<file path="src/rtl/bf_pkg.sv">
// Shared types and defaults for the beamformer scan sequencer.
package bf_pkg;

  typedef enum logic [2:0] {
    S_IDLE,
    S_CLEAR,
    S_ISSUE,
    S_WAIT,
    S_EMIT,
    S_DONE
  } bf_state_t;

  localparam int COORD_W_DEF = 16;
  localparam int IDX_W_DEF   = 8;

  // Linear pixel address must hold (2^IDX_W-1)^2 - 1.
  function automatic int pix_addr_w(input int idx_w);
    return 2 * idx_w;
  endfunction

endpackage

</file>
<file path="src/rtl/bf_focal_gen.sv">
// Grid walker: ix/iz indices, focal coordinate accumulators, linear address, last flag.
module bf_focal_gen
  import bf_pkg::*;
#(
  parameter int COORD_W = COORD_W_DEF,
  parameter int IDX_W   = IDX_W_DEF,
  parameter int ADDR_W  = pix_addr_w(IDX_W)
) (
  input  logic               clk,
  input  logic               reset,
  input  logic               load,
  input  logic               step,
  input  logic [COORD_W-1:0] cfg_x0,
  input  logic [COORD_W-1:0] cfg_dx,
  input  logic [COORD_W-1:0] cfg_z0,
  input  logic [COORD_W-1:0] cfg_dz,
  input  logic [IDX_W-1:0]   cfg_nx,
  input  logic [IDX_W-1:0]   cfg_nz,
  output logic [COORD_W-1:0] x_f,
  output logic [COORD_W-1:0] z_f,
  output logic [ADDR_W-1:0]  addr,
  output logic               last
);

  logic [COORD_W-1:0] z0_q, dx_q, dz_q;
  logic [IDX_W-1:0]   nx_q, nz_q, ix, iz;
  logic               iz_wrap;

  assign iz_wrap = (iz == nz_q - IDX_W'(1));
  assign last    = iz_wrap && (ix == nx_q - IDX_W'(1));

  always_ff @(posedge clk) begin
    if (reset) begin
      z0_q <= '0;
      dx_q <= '0;
      dz_q <= '0;
      nx_q <= '0;
      nz_q <= '0;
      ix   <= '0;
      iz   <= '0;
      x_f  <= '0;
      z_f  <= '0;
      addr <= '0;
    end else if (load) begin
      z0_q <= cfg_z0;
      dx_q <= cfg_dx;
      dz_q <= cfg_dz;
      nx_q <= cfg_nx;
      nz_q <= cfg_nz;
      ix   <= '0;
      iz   <= '0;
      x_f  <= cfg_x0;
      z_f  <= cfg_z0;
      addr <= '0;
    end else if (step) begin
      addr <= addr + ADDR_W'(1);
      // Depth is the inner axis; end of a line reloads z and moves x.
      if (iz_wrap) begin
        iz  <= '0;
        z_f <= z0_q;
        ix  <= ix + IDX_W'(1);
        x_f <= x_f + dx_q;
      end else begin
        iz  <= iz + IDX_W'(1);
        z_f <= z_f + dz_q;
      end
    end
  end

endmodule

</file>
<file path="src/rtl/bf_scan_sequencer.sv">
// Frame scheduler: walks the focal grid, sequences datapath clear/start/wait, emits pixels.
module bf_scan_sequencer
  import bf_pkg::*;
#(
  parameter int COORD_W    = COORD_W_DEF,
  parameter int IDX_W      = IDX_W_DEF,
  parameter int SUM_WIDTH  = 20,
  parameter int CLR_CYCLES = 2,
  parameter int TIMEOUT    = 1024
) (
  input  logic                           clk,
  input  logic                           reset,
  input  logic                           frame_start,
  input  logic                           abort,
  input  logic [COORD_W-1:0]             cfg_x0,
  input  logic [COORD_W-1:0]             cfg_dx,
  input  logic [COORD_W-1:0]             cfg_z0,
  input  logic [COORD_W-1:0]             cfg_dz,
  input  logic [IDX_W-1:0]               cfg_nx,
  input  logic [IDX_W-1:0]               cfg_nz,
  output logic                           bf_reset,
  output logic                           bf_start,
  output logic [COORD_W-1:0]             bf_x_f,
  output logic [COORD_W-1:0]             bf_z_f,
  input  logic                           bf_valid,
  input  logic [SUM_WIDTH-1:0]           bf_result,
  output logic                           pix_valid,
  input  logic                           pix_ready,
  output logic [SUM_WIDTH-1:0]           pix_data,
  output logic [pix_addr_w(IDX_W)-1:0]   pix_addr,
  output logic                           pix_last,
  output logic                           busy,
  output logic                           frame_done,
  output logic                           timeout_err
);

  localparam int ADDR_W = pix_addr_w(IDX_W);
  localparam int CLR_W  = $clog2(CLR_CYCLES + 1);
  localparam int TO_W   = $clog2(TIMEOUT);

  bf_state_t   state, state_n;
  logic [CLR_W-1:0] clr_cnt;
  logic [TO_W-1:0]  to_cnt;
  logic load, step, last, cap_result, cap_timeout, abort_run;

  bf_focal_gen #(
    .COORD_W (COORD_W),
    .IDX_W   (IDX_W),
    .ADDR_W  (ADDR_W)
  ) u_focal (
    .clk    (clk),
    .reset  (reset),
    .load   (load),
    .step   (step),
    .cfg_x0 (cfg_x0),
    .cfg_dx (cfg_dx),
    .cfg_z0 (cfg_z0),
    .cfg_dz (cfg_dz),
    .cfg_nx (cfg_nx),
    .cfg_nz (cfg_nz),
    .x_f    (bf_x_f),
    .z_f    (bf_z_f),
    .addr   (pix_addr),
    .last   (last)
  );

  assign abort_run = abort && (state != S_IDLE);

  always_comb begin
    state_n     = state;
    load        = 1'b0;
    step        = 1'b0;
    cap_result  = 1'b0;
    cap_timeout = 1'b0;
    if (abort_run) begin
      state_n = S_IDLE;
    end else begin
      case (state)
        S_IDLE:
          // abort in the same cycle suppresses the frame entirely
          if (frame_start && !abort) begin
            load    = 1'b1;
            state_n = (cfg_nx == '0 || cfg_nz == '0) ? S_DONE : S_CLEAR;
          end
        S_CLEAR:
          if (clr_cnt == CLR_W'(CLR_CYCLES - 1)) state_n = S_ISSUE;
        S_ISSUE:
          state_n = S_WAIT;
        S_WAIT:
          if (bf_valid) begin
            cap_result = 1'b1;
            state_n    = S_EMIT;
          end else if (to_cnt == TO_W'(TIMEOUT - 1)) begin
            cap_timeout = 1'b1;
            state_n     = S_EMIT;
          end
        S_EMIT:
          if (pix_ready) begin
            if (last) begin
              state_n = S_DONE;
            end else begin
              step    = 1'b1;
              state_n = S_CLEAR;
            end
          end
        S_DONE:
          state_n = S_IDLE;
        default:
          state_n = S_IDLE;
      endcase
    end
  end

  always_ff @(posedge clk) begin
    if (reset) begin
      state       <= S_IDLE;
      clr_cnt     <= '0;
      to_cnt      <= '0;
      bf_reset    <= 1'b1;
      bf_start    <= 1'b0;
      pix_valid   <= 1'b0;
      pix_data    <= '0;
      pix_last    <= 1'b0;
      busy        <= 1'b0;
      frame_done  <= 1'b0;
      timeout_err <= 1'b0;
    end else begin
      state      <= state_n;
      clr_cnt    <= (state == S_CLEAR && state_n == S_CLEAR) ? clr_cnt + CLR_W'(1) : '0;
      to_cnt     <= (state == S_WAIT && state_n == S_WAIT) ? to_cnt + TO_W'(1) : '0;
      // Outputs decode the next state so they line up with the state register.
      bf_reset   <= (state_n == S_CLEAR) || abort_run;
      bf_start   <= (state_n == S_ISSUE);
      pix_valid  <= (state_n == S_EMIT);
      pix_last   <= (state_n == S_EMIT) && last;
      busy       <= (state_n != S_IDLE);
      frame_done <= (state_n == S_DONE);
      if (cap_result)       pix_data <= bf_result;
      else if (cap_timeout) pix_data <= '0;
      if (load)             timeout_err <= 1'b0;
      else if (cap_timeout) timeout_err <= 1'b1;
    end
  end

endmodule
</file>
<file path="config.mk">
export PLATFORM = sky130hd
export DESIGN_NAME = bf_scan_sequencer
export DESIGN_NICKNAME = d
export VERILOG_FILES = /design/src/rtl/bf_pkg.sv /design/src/rtl/bf_focal_gen.sv /design/src/rtl/bf_scan_sequencer.sv
export SDC_FILE = /design/constraint.sdc
export NUM_CORES = 1
export LEC_CHECK = 0
export ABC_AREA = 1
export ABC_CLOCK_PERIOD_IN_PS = 3500
export CAP_MARGIN = 20
export CELL_PAD_IN_SITES_DETAIL_PLACEMENT = 0
export CELL_PAD_IN_SITES_GLOBAL_PLACEMENT = 2
export CORE_MARGIN = 3
export CORE_UTILIZATION = 31
export CTS_CLUSTER_DIAMETER = 40
export DETAILED_ROUTE_END_ITERATION = 10
export PLACE_DENSITY = 0.84
export SLEW_MARGIN = 20
export SYNTH_ARGS = -nofsm -noshare
export SYNTH_HDL_FRONTEND = slang
export SYNTH_SLANG_ARGS = --single-unit
</file>
<file path="constraint.sdc">
create_clock -name clk -period 3.5 [get_ports clk]
set_input_delay 0.7 -clock clk [delete_from_list [all_inputs] [get_ports clk]]
set_output_delay 0.7 -clock clk [all_outputs]
set_load 0.05 [all_outputs]
</file>
# [Word level (Yosys, flattened, before mapping)]
# Index checks and enable logic that the tools add are counted.
[totals] regBits=170 inputBits=106 output_inout_bits=75
[classes] add_sub_neg=9 n_eq_ne=13 mux=32 bitwise_logic=2 reduce_logical=22
[op_table] operator="$mux 16" n=6
[op_table] operator="$mux 20" n=2
[op_table] operator="$add 16x16->16" n=2
[op_table] operator="$mux 3" n=8
[op_table] operator="$add 16x1->16 const B" n=1
[op_table] operator="$add 8x1->8 const B" n=2
[op_table] operator="$eq 8x8->1" n=2
[op_table] operator="$logic_not 8->1" n=2
[op_table] operator="$sub 8x1->8 const B" n=2
[op_table] operator="$pmux 3 s5" n=1
[op_table] operator="$mux 1" n=14
[op_table] operator="$eq 3x2->1 const B" n=4
[op_table] operator="$add 10x1->10 const B" n=1
[op_table] operator="$eq 10x10->1 const B" n=1
[op_table] operator="$eq 3x3->1 const B" n=3
[op_table] operator="$mux 8" n=1
[op_table] operator="$eq 3x1->1 const B" n=2
[op_table] operator="$logic_and 1x1->1" n=6
[op_table] operator="$reduce_bool 2->1" n=3
[op_table] operator="$reduce_bool 3->1" n=2
[op_table] operator="$reduce_or 2->1" n=3
[op_table] operator="$reduce_and 2->1" n=2
[op_table] operator="$logic_not 3->1" n=1
[op_table] operator="$add 2x1->2 const B" n=1
[op_table] operator="4 further kinds" n=6

# [Longest topological paths before layout]
# Gate-level depths: netlist of the first run.
[logic_depth] word_depth=11 ltp_mapped=20 depth_no_buf=19

# [Modules after synthesis]
# Synthesis of the first run repeated with hierarchy kept, for this count alone.
[unflattened] hier_cells=1308 hier_area_um2=9116.2
[by_module_without_submodules] module="bf_focal_gen" n_inst=1 cells_per_inst=1077 area_each_um2=7279.5 seq_area_each_um2=2562.5
[by_module_without_submodules] module="bf_scan_sequencer" n_inst=1 cells_per_inst=231 area_each_um2=1836.8 seq_area_each_um2=840.8

# [Least setup slack after synthesis of the first run]
# No wires, ideal clock.
[synth_timing] kind="flip-flop to flip-flop" start="register u_focal.x_f[0]" end="register u_focal.x_f[14]" arrival_ns=2.235 slack_ns=1.133 path_stages_with_launch=14 path_buffers=0 cell_sequence="dfxtp_1 ha_1 inv_1 fa_1 o21ai_0 nand2_1 nand2_1 nand3_1 nand2_1 nand2_1 nand3_1 nand2_1 nand2_1 a21oi_1"
[synth_via] elab_chain_len=4
[synth_lines] item="start: declaration" line_no="bf_focal_gen.sv:19" rtl="output logic [COORD_W-1:0] x_f,"
[synth_lines] item="start signal: assignment" line_no="bf_focal_gen.sv:52" rtl="x_f <= cfg_x0;"
[synth_lines] item="start signal: assignment" line_no="bf_focal_gen.sv:62" rtl="x_f <= x_f + dx_q;"
[synth_lines] item="$add 16x16->16" line_no="bf_focal_gen.sv:62"
[synth_lines] item="$mux 16" line_no="bf_focal_gen.sv:58" rtl="if (iz_wrap) begin"
[synth_lines] item="$mux 16" line_no="bf_focal_gen.sv:55" rtl="end else if (step) begin"
[synth_lines] item="$mux 16" line_no="bf_focal_gen.sv:44" rtl="end else if (load) begin"
# No other way between the ends. The select of a mux whose other input is x is not followed.
# A chain may end at the register's enable or synchronous reset.

# [Final worst setup path of the first run]
[layout_timing] start="register u_focal.nz_q[0]" end="register u_focal.x_f[10]"
[layout_via] elab_chain_len=9 elab_cells_between_ends=10 classes_between="add/sub: 1; eq/ne: 1; mux: 4; reduce/logical: 4"
[layout_lines] item="start: declaration" line_no="bf_focal_gen.sv:26" rtl="logic [IDX_W-1:0] nx_q, nz_q, ix, iz;"
[layout_lines] item="start signal: assignment" line_no="bf_focal_gen.sv:49" rtl="nz_q <= cfg_nz;"
[layout_lines] item="$sub 8x1->8 (*)" line_no="bf_focal_gen.sv:29" rtl="assign iz_wrap = (iz == nz_q - IDX_W'(1));"
[layout_lines] item="$eq 8x8->1 (*)" line_no="bf_focal_gen.sv:29"
[layout_lines] item="$logic_and 1x1->1" line_no="bf_focal_gen.sv:30" rtl="assign last = iz_wrap && (ix == nx_q - IDX_W'(1));"
[layout_lines] item="$mux 1" line_no="bf_scan_sequencer.sv:99" rtl="if (last) begin"
[layout_lines] item="$mux 1" line_no="bf_scan_sequencer.sv:98" rtl="if (pix_ready) begin"
[layout_lines] item="$mux 1" line_no="bf_scan_sequencer.sv:78" rtl="case (state)"
[layout_lines] item="$mux 1" line_no="bf_scan_sequencer.sv:75" rtl="if (abort_run) begin"
[layout_lines] item="$reduce_bool 2->1 (no source line)"
[layout_lines] item="$reduce_and 2->1 (no source line) (*)"
# Every way passes the cells marked *; elsewhere a longest branch is shown, timed or not.

==> reports/metrics.yaml, run 1 <==
critical_path:
  r2r-start: "u_focal.nz_q[0]"
  worstPathArrival_ps: 3090
  r2r_end: "u_focal.x_f[10]"
  required_ps: 3810
  critical_path_class: "reg -> reg"
  end_kind: "register"
  reg2reg_depth: 15
  reg2reg_slack_ps: 720
  path_max_fanout: 15
  worstSetupStartpointType: "register"
placed_design:
  gp_congestion: 0.8357
  io_buffers: 180
  dpl.hpwl_um: 20200
  placed_area_sq_um: 11340
  dp_cells: 1873
  dpl_worst_slack_ps: 535.4
power:
  peakVddDrop_uv: 325.9
  p_leak_nw: 4.961
  p_total_mw: 4.900
  p_per_area_nw_per_um2: 411.1
clock_tree:
  htreeDepth: 4
  clk_path_buf_depth: 2
  cts_sinks: 170
  root_buffer: "clkbuf_16"
  post-cts-setup-buffers: 0
  cts_tree: "done"
  clkLatencyLatePin_ps: 430
  cts_hold_buf: 0
  post_cts_resize_count: 0
  path_clk_slew_ps: 80
  numCtsBuffers: 17
yosys:
  yosys_warnings: 0
  yosys-top-cells-count: "nand2_1, nor2_1, dfxtp_1"
  async_flop_share_pct: 0
  synth.top_cell.area_share_pct: 37.09
  ys_ff_latch: 170
  yosysTopAreaCell: "dfxtp_1"
  ys_types: 40
  synth_most_common_cell: "nand2_1"
  synth_fp_nets: 1494
  ys_seq_area_share_pct: 37.09
  synth_edf_count: 0
  syn_area_sq_um: 9176
  synth_top_family_by_area: "simple AND/OR/NAND/NOR gates"
  muxShareOfSynthArea_pct: 0.6545
  synth-adder-area-share_pct: 5.481
  synth_compound_area_share_pct: 13.55
  synth_xor_area_share_pct: 5.536
  synthCells: 1349
  synth_flop_cell: "dfxtp_1"
  synth_area_per_cell_sq_um: 6.802
  synth.area.top_cells: "dfxtp_1, nand2_1, nor2_1"
  synth-simple-area-share_pct: 30.09
timing:
  fin_crit_sh_pct: 79.46
  relSlewSlack_pct: 46.20
  fmax_ghz: 0.3596
  whs_ps: 432.7
  period_needed_ps: 2781
  fin_tns_setup_ps: 0
  finalHoldViolCount: 0
  rsz0062_at_grt: "false"
  drv_slew: 0
  fin_ws_ps: 718.8
  clock_skew_ps: 17.33
  tightest_slew_ps: 807.0
  setup-violations-final: 0
grt:
  grt_pass1_wl_um: 44330
  grt_pass1_vias: 8623
  antenna_found_initial: 2
  grt_use_total_pct: 17.33
  overflow: 0
  grt_max_degree: 81
hold_path:
  hp-start: "clr_cnt[0]"
  worstHoldEndpoint: "clr_cnt[0]"
  hold_path_depth: 1
  hold_path_class: "reg -> reg"
cells_and_area:
  postLayoutCellArea_sq_um: 11920
  synthToLayoutAreaGrowth_pct: 29.89
  drive_gt1_share_pct: 4.536
  final_cells: 1905
  num-nets-final: 1653
  final_util_pct: 41.19
  antenna-diode-count: 0
  fillers: 3092
die:
  die_w_um: 178.1
  die_area_sq_um: 31700
  io-pin-count: 181
  rows: 62
  start_util_pct: 31.71
  core-area_sq_um: 28940
  die_y_um: 178.1
routing:
  routedWlPerCell_um: 14.48
  firstDrtPassIters: 5
  via_count: 8936
  totalWireLength_um: 27580
  post-route-drc-count: 0
  vias_per_cell: 4.691
  drt_iter0_markers: 435
  antenna_left: 0
outcome:
  status: "finished clean"
job:
  maxCapViolations: 0
## cells by family (layout without fill, tap and decap cells)
group,Yosys count,count (layout)
fa+ha+maj,39,39
compound gates,239,239
mux,6,6
simple gates,667,667
buf+inv,170,342
xor+xnor,58,58
flops,170,170
## metal layers
metal	part of all wire, %	routed length, um	global-route usage (%)
met5	0.12	34	0
met4	1.0	286	4.123
met3	4.2	1166	3.172
met1	47	13070	22.93
met2	47	13020	29.27
## flip-flops by register name, summed over array words and instances (netlist names), 10 cells and up
register and flops:
u_focal.x_f 16, to_cnt 10, u_focal.addr 16, u_focal.dz_q 16, u_focal.z0_q 16, pix_data 20, u_focal.z_f 16, u_focal.dx_q 16
## how the worst max path moves through the flow
stage | to | from | depth (start not counted)
final | u_focal.x_f[10] | u_focal.nz_q[0] | 15
after global routing | u_focal.x_f[9] | u_focal.nz_q[0] | 15
after CTS | u_focal.x_f[10] | u_focal.nz_q[0] | 15
after detailed placement | u_focal.x_f[10] | pix_ready | 8
after global placement | u_focal.x_f[10] | pix_ready | 8
after floorplan | u_focal.x_f[14] | u_focal.x_f[0] | 13
## cells in the final DEF, fill, tap and decap left out, types with 2 or more instances in the layout
| cell | netlist | final |
|---|---|---|
| a21o_1 | 3 | 3 |
| nor4_1 | 8 | 8 |
| buf_4 | 2 | 8 |
| inv_8 | 0 | 6 |
| nand3_2 | 2 | 2 |
| o21ai_0 | 98 | 98 |
| clkdlybuf4s50_1 | 0 | 179 |
| nor2_2 | 4 | 4 |
| dfxtp_1 | 170 | 170 |
| fa_1 | 2 | 2 |
| buf_12 | 0 | 3 |
| inv_1 | 112 | 110 |
| clkbuf_16 | 0 | 17 |
| clkinvlp_4 | 0 | 2 |
| xor2_1 | 30 | 30 |
| nand3_1 | 80 | 79 |
| nand2_2 | 5 | 5 |
| xnor2_1 | 28 | 28 |
| ha_1 | 37 | 37 |
| a21oi_1 | 105 | 105 |
| nor2_1 | 195 | 195 |
| nand3b_1 | 8 | 8 |
| clkinv_4 | 0 | 4 |
| inv_6 | 0 | 2 |
| o21ai_1 | 10 | 10 |
| nor3_1 | 11 | 10 |
| a211oi_1 | 2 | 2 |
| o22ai_1 | 14 | 14 |
| nand4_1 | 15 | 15 |
| mux2i_1 | 6 | 6 |
| nand2_1 | 333 | 333 |
| o21bai_1 | 3 | 3 |
| or2_2 | 2 | 2 |
| inv_2 | 6 | 8 |
## cell type report
cell class / count / area (sq um) / area share [%]
inverter: 119 / 447.9 / 3.758
timing repair buffer: 191 / 1917 / 16.08
clock buffer: 17 / 425.4 / 3.569
sequential: 170 / 3403 / 28.55
multi-input combinational: 1009 / 5094 / 42.74
tap: 384 / 480.5 / 4.031
clock inverter: 15 / 151.4 / 1.270
## critical path, cell delays in order, from the launching register on
cell     delay [ps]
dfxtp_1         320
inv_2           120
ha_1            200
inv_1            60
nor3_1          180
nor2_1           60
nor2_1          100
nand2_1          60
nor2_2          130
inv_2            60
nor2_4          310
nand3_2         350
nand2_1         370
inv_2           200
nand2_1         100
o21ai_1          60
## report_power, final
group / total, mW / leakage [nW] / switching, mW / internal, mW
logic: 0.935 / 3.30 / 0.554 / 0.381
registers: 2.09 / 1.38 / 0.0691 / 2.02
clock network: 1.88 / 0.279 / 0.923 / 0.954
No activity file was read; power rests on OpenSTA's default activity.
==> run 2: changes to the inputs <==
- ABC_CLOCK_PERIOD_IN_PS: 3500 -> 2700
- CORE_UTILIZATION: 31 -> 28
- PLACE_DENSITY: 0.84 -> 0.76
- clock period: 3.5 -> 2.7 ns (I/O delays scaled with it)
==> reports/metrics.yaml, run 2 (same netlist as run 1, synthesis figures left out) <==
outcome:
  status: "finished clean"  # unchanged
routing:
  vias_per_cell: 4.534  # was 4.691
  firstDrtPassIters: 4  # was 5
  post-route-drc-count: 0  # unchanged
  drt_iter0_markers: 407  # was 435
  totalWireLength_um: 28910  # was 27580 um
  routedWlPerCell_um: 14.64  # was 14.48 um
  antenna_left: 0  # unchanged
  via_count: 8954  # was 8936
timing:
  setup-violations-final: 0  # unchanged
  rsz0062_at_grt: "false"  # unchanged
  whs_ps: 421.0  # was 432.7 ps
  relSlewSlack_pct: 47.16  # was 46.20%
  drv_slew: 0  # unchanged
  fin_crit_sh_pct: 86.81  # was 79.46%
  clock_skew_ps: 13.81  # was 17.33 ps
  tightest_slew_ps: 785.4  # was 807.0 ps
  finalHoldViolCount: 0  # unchanged
  period_needed_ps: 2344  # was 2781 ps
  fmax_ghz: 0.4266  # was 0.3596 GHz
die:
  die_y_um: 187.0  # was 178.1 um
  die_area_sq_um: 34980  # was 31700 sq um
  start_util_pct: 28.71  # was 31.71%
  rows: 65  # was 62
  io-pin-count: 181  # unchanged
  core-area_sq_um: 31960  # was 28940 sq um
  die_w_um: 187.0  # was 178.1 um
critical_path:
  path_max_fanout: 9  # was 15
  worstSetupStartpointType: "register"  # unchanged
  end_kind: "register"  # unchanged
  critPathSlowestCell: "dfxtp_1"  # was nand2_1
  critical_path_class: "reg -> reg"  # unchanged
  cp_top_family: "simple AND/OR/NAND/NOR gates"  # unchanged
  cp.buffers_inverters: 4  # unchanged
  required_ps: 3030  # was 3810 ps
  worstPathArrival_ps: 2670  # was 3090 ps
  crit_chain: "inv_2, ha_1, inv_1, nor3_1, nor2_1, nor2_1, nand2_1, nor2_2, inv_2, nor2_4, nand2_2, nand2_2, nand2_2, buf_4, o21ai_0, nor2_1"  # was inv_2, ha_1, inv_1, nor3_1, nor2_1, nor2_1, nand2_1, nor2_2, inv_2, nor2_4, nand3_2, nand2_1, inv_2, nand2_1, o21ai_1
  max_stage_delay_ps: 320  # was 370 ps
grt:
  grt_max_degree: 67  # was 81
  grt_pass1_wl_um: 47160  # was 44330 um
  grt_pass1_vias: 8960  # was 8623
  grt_use_total_pct: 16.48  # was 17.33%
  overflow: 0  # unchanged
  antenna_found_initial: 1  # was 2
power:
  p_leak_nw: 5.064  # was 4.961 nW
  p_per_area_nw_per_um2: 541.5  # was 411.1 nW/um^2
  peakVddDrop_uv: 436.4  # was 325.9 uV
clock_tree:
  cts_sinks: 170  # unchanged
  numCtsBuffers: 17  # unchanged
  root_buffer: "clkbuf_16"  # unchanged
  clkLatencyLatePin_ps: 440  # was 430 ps
  cts_tree: "done"  # unchanged
  clk_path_buf_depth: 2  # unchanged
  path_clk_slew_ps: 70  # was 80 ps
  cts_hold_buf: 0  # unchanged
  htreeDepth: 4  # unchanged
cells_and_area:
  largest_register_ffs: 20  # unchanged
  top_register: "pix_data"  # unchanged
  drive_gt1_share_pct: 5.714  # was 4.536%
  synthToLayoutAreaGrowth_pct: 32.47  # was 29.89%
  antenna-diode-count: 0  # unchanged
  num-nets-final: 1672  # was 1653
  postLayoutCellArea_sq_um: 12160  # was 11920 sq um
  fillers: 3436  # was 3092
  final_common_cell: "nand2_1"  # unchanged
  final_cell_mix: "nand2_1, nor2_1, clkdlybuf4s50_1"  # unchanged
placed_design:
  gp_congestion: 0.8209  # was 0.8357
  io_buffers: 180  # unchanged
  dpl.hpwl_um: 21810  # was 20200 um
  placed_area_sq_um: 11530  # was 11340 sq um
job:
  maxCapViolations: 0  # unchanged
hold_path:
  hold_path_class: "reg -> reg"  # unchanged
==> run 2: worst paths after layout <==
check / depth (start not counted) / from / to / slack (ps)
worst min-delay path: 1 / clr_cnt[0] / clr_cnt[0] / 420
worst max-delay path: 16 / u_focal.nz_q[0] / u_focal.z_f[11] / 360
worst min register to register: 1 / clr_cnt[0] / clr_cnt[0] / 420
worst max register to register: 16 / u_focal.nz_q[0] / u_focal.z_f[11] / 360
==> run 2: layout make-up <==
| type | count | area [sq um] | area share (%) |
|---|---|---|---|
| clock inverter | 10 | 140.1 | 1.153 |
| clock buffer | 22 | 474.2 | 3.901 |
| inverter | 119 | 447.9 | 3.685 |
| tap | 435 | 544.3 | 4.478 |
| multi-input combinational | 1009 | 5099 | 41.95 |
| timing repair buffer | 210 | 2047 | 16.84 |
| sequential | 170 | 3403 | 28.00 |
==> run 2: power breakdown <==
part	switching, mW	leakage, nW	internal (mW)
clock	1.10	0.298	1.54
combinational	0.732	3.38	0.506
sequential	0.0885	1.38	2.62
==> run 2: worst reg2reg max path, cell delays in order (launching register included) <==
cell     delay [ps]
dfxtp_1         320
inv_2           110
ha_1            200
inv_1            60
nor3_1          190
nor2_1           70
nor2_1          110
nand2_1          70
nor2_2          130
inv_2            60
nor2_4          150
nand2_2          90
nand2_2         180
nand2_2         110
buf_4           180
o21ai_0         160
nor2_1           60
==> run 2: per-stage QoR <==
step / total power [mW] / setup WS, ps / std cells / TNS (ps) / util (%)
floorplan: 3.533 / 332.9 / 1349 / 0 / -
global placement: 4.007 / -167.3 / 1942 / -176.1 / 36.07
detailed placement: 4.010 / -81.74 / 1942 / -81.74 / 36.07
CTS: 6.696 / 249.5 / 1974 / 0 / 37.99
global route: 6.931 / 48.55 / 1975 / 0 / 38.03
finish: 6.582 / 356.1 / 1975 / 0 / 38.03
==> run 2: repair_timing <==
item / in CTS / in global routing
endpoints found under the setup margin: 0 / 3
hold endpoints to repair: 0 / 0
gates resized for setup: 0 / 3
buffers inserted: 0 / 1
==> run 2: metal layers <==
layer	up-vias	GRT usage, %	routed length (um)
met5	-	0	20
met4	2	4.158	392
met3	24	3.486	1022
met2	157	27.19	13330
met1	4034	22.01	14140
li1	4737	-	-
==> run 3: changes to the inputs <==
- ABC_CLOCK_PERIOD_IN_PS: 2700 -> default
- CELL_PAD_IN_SITES_DETAIL_PLACEMENT: 0 -> 1
- CELL_PAD_IN_SITES_GLOBAL_PLACEMENT: 2 -> 1
- CORE_UTILIZATION: 28 -> 35
- HOLD_SLACK_MARGIN: default -> 0.1
- PLACE_DENSITY: 0.76 -> 0.74
==> reports/metrics.yaml, run 3 (same netlist as run 1, synthesis figures left out) <==
timing:
  relSlewSlack_pct: 56.83  # was 47.16%
  rsz0062_at_grt: "false"  # unchanged
  fin_ws_ps: 275.1  # was 356.1 ps
  setup-violations-final: 0  # unchanged
  drv_slew: 0  # unchanged
  clock_skew_ps: 20.06  # was 13.81 ps
  fin_crit_sh_pct: 89.81  # was 86.81%
  fmax_ghz: 0.4124  # was 0.4266 GHz
  period_needed_ps: 2425  # was 2344 ps
  fin_tns_setup_ps: 0  # unchanged
  finalHoldViolCount: 0  # unchanged
  tightest_slew_ps: 647.6  # was 785.4 ps
routing:
  vias_per_cell: 4.976  # was 4.534
  totalWireLength_um: 29560  # was 28910 um
  routedWlPerCell_um: 15.85  # was 14.64 um
  via_count: 9280  # was 8954
  firstDrtPassIters: 4  # unchanged
  antenna_left: 0  # unchanged
  drt_iter0_markers: 381  # was 407
  post-route-drc-count: 0  # unchanged
placed_design:
  dpl.hpwl_um: 21840  # was 21810 um
  io_buffers: 180  # unchanged
  dpl_worst_slack_ps: 229.0  # was -81.74 ps
  gp_congestion: 0.8673  # was 0.8209
power:
  p_comb_share_pct: 19.3  # was 18.8%
  p_int_mw: 4.383  # was 4.661 mW
  netSwitchingFraction_pct: 32.10  # was 29.18%
  clkPwrFrac_pct: 38.7  # was 40.0%
  p_per_area_nw_per_um2: 537.6  # was 541.5 nW/um^2
  peakVddDrop_uv: 315.0  # was 436.4 uV
  p_seq_share_pct: 41.9  # was 41.1%
  netSwitchingPower_mw: 2.072  # was 1.921 mW
  p_leak_nw: 5.046  # was 5.064 nW
die:
  io-pin-count: 181  # unchanged
  core-area_sq_um: 25470  # was 31960 sq um
  die_y_um: 167.9  # was 187.0 um
  rows: 58  # was 65
  die_area_sq_um: 28200  # was 34980 sq um
  start_util_pct: 36.03  # was 28.71%
  die_w_um: 167.9  # was 187.0 um
clock_tree:
  numCtsBuffers: 17  # unchanged
  post_cts_resize_count: 0  # unchanged
  root_buffer: "clkbuf_16"  # unchanged
  path_clk_slew_ps: 70  # about the same
  cts_hold_buf: 0  # unchanged
  cts_tree: "done"  # unchanged
  clk_path_buf_depth: 2  # unchanged
  htreeDepth: 4  # unchanged
  cts_sinks: 170  # unchanged
  post-cts-setup-buffers: 0  # unchanged
  clkLatencyLatePin_ps: 440  # about the same
outcome:
  status: "finished clean"  # unchanged
cells_and_area:
  synthToLayoutAreaGrowth_pct: 30.83  # was 32.47%
  final_cell_mix: "nand2_1, nor2_1, clkdlybuf4s50_1"  # unchanged
  final_common_cell: "nand2_1"  # unchanged
  drive_gt1_share_pct: 5.346  # was 5.714%
  top_register: "pix_data"  # unchanged
  num-nets-final: 1666  # was 1672
  largest_register_ffs: 20  # unchanged
grt:
  antenna_found_initial: 0  # was 1
  grt_use_total_pct: 20.67  # was 16.48%
  overflow: 0  # unchanged
  grt_max_degree: 67  # unchanged
  grt_pass1_vias: 9759  # was 8960
  grt_pass1_wl_um: 48450  # was 47160 um
critical_path:
  cp.buffers_inverters: 6  # was 4
  critical_path_class: "reg -> reg"  # unchanged
  required_ps: 3020  # was 3030 ps
  max_stage_delay_ps: 320  # about the same
  worstSetupStartpointType: "register"  # unchanged
  path_max_fanout: 28  # was 9
  critPathSlowestCell: "dfxtp_1"  # unchanged
  end_kind: "register"  # unchanged
  worstPathArrival_ps: 2750  # was 2670 ps
  cp_top_family: "simple AND/OR/NAND/NOR gates"  # unchanged
  crit_chain: "inv_2, ha_1, inv_1, nor3_1, nor2_1, nor2_1, nand2_1, nor2_2, inv_2, nor2_4, nand2_2, nand2_2, buf_12, inv_2, nand2_1, nand2_1, inv_1, nor2_1"  # was inv_2, ha_1, inv_1, nor3_1, nor2_1, nor2_1, nand2_1, nor2_2, inv_2, nor2_4, nand2_2, nand2_2, nand2_2, buf_4, o21ai_0, nor2_1
job:
  maxCapViolations: 0  # unchanged
hold_path:
  hold_path_class: "reg -> reg"  # unchanged
## run 3: cell count changes in the layout (fill, tap and decap cells not counted), moves of 3 or more
cell	delta
buf_12	+3
buf_4	-9
bufinv_16	-3
clkbuf_8	-3
clkinv_2	-3
clkinv_8	+5
inv_8	+4
## run 3: power by group through the flow
stage,logic (mW),registers (mW),clock network (mW)
2_1_floorplan,0.659,2.87,0
3_3_place_gp,1.22,2.76,0
3_5_place_dp,1.25,2.77,0
4_1_cts,1.26,2.71,2.57
5_1_grt,1.39,2.72,2.68
6_report,1.25,2.71,2.50
## run 3: cell type report
class | instances | area [sq um]
Fill cell | 3256 | 13470
Multi-Input combinational cell | 1009 | 5094
Sequential cell | 170 | 3403
Timing Repair Buffer | 204 | 2039
Inverter | 119 | 447.9
Clock buffer | 17 | 425.4
Tap cell | 330 | 412.9
Clock inverter | 15 | 180.2
Antenna cell | 1 | 2.502
## run 3: per-layer routing
layer / part of all wire, % / track usage [%] / vias up
met1: 47 / 26.58 / 4393
met2: 49 / 36.71 / 151
li1: - / - / 4726
met3: 3.6 / 3.804 / 10
met5: 0 / 0 / -
met4: 0.73 / 3.522 / 0
## run 3: stage by stage
stage          hold WS (ps)  cell area (sq um)  util (%)  cells  power (mW)
3_5_place_dp          415.5              11400     44.74   1832       4.012
6_report              425.1              12010     47.13   1865       6.454
3_3_place_gp          410.4              11400     44.74   1832       3.982
2_1_floorplan         398.5               9176         -   1349       3.533
5_1_grt               450.4              12000     47.12   1864       6.795
4_1_cts               426.0              12000     47.12   1864       6.535
## run 3: final timing paths
check | startpoint | end | slack, ps | depth (start not counted)
hold reg to reg | clr_cnt[0] | clr_cnt[0] | 430 | 1
hold / removal | clr_cnt[0] | clr_cnt[0] | 430 | 1
setup / recovery | u_focal.nz_q[0] | u_focal.iz[3] | 280 | 18
setup reg to reg | u_focal.nz_q[0] | u_focal.iz[3] | 280 | 18
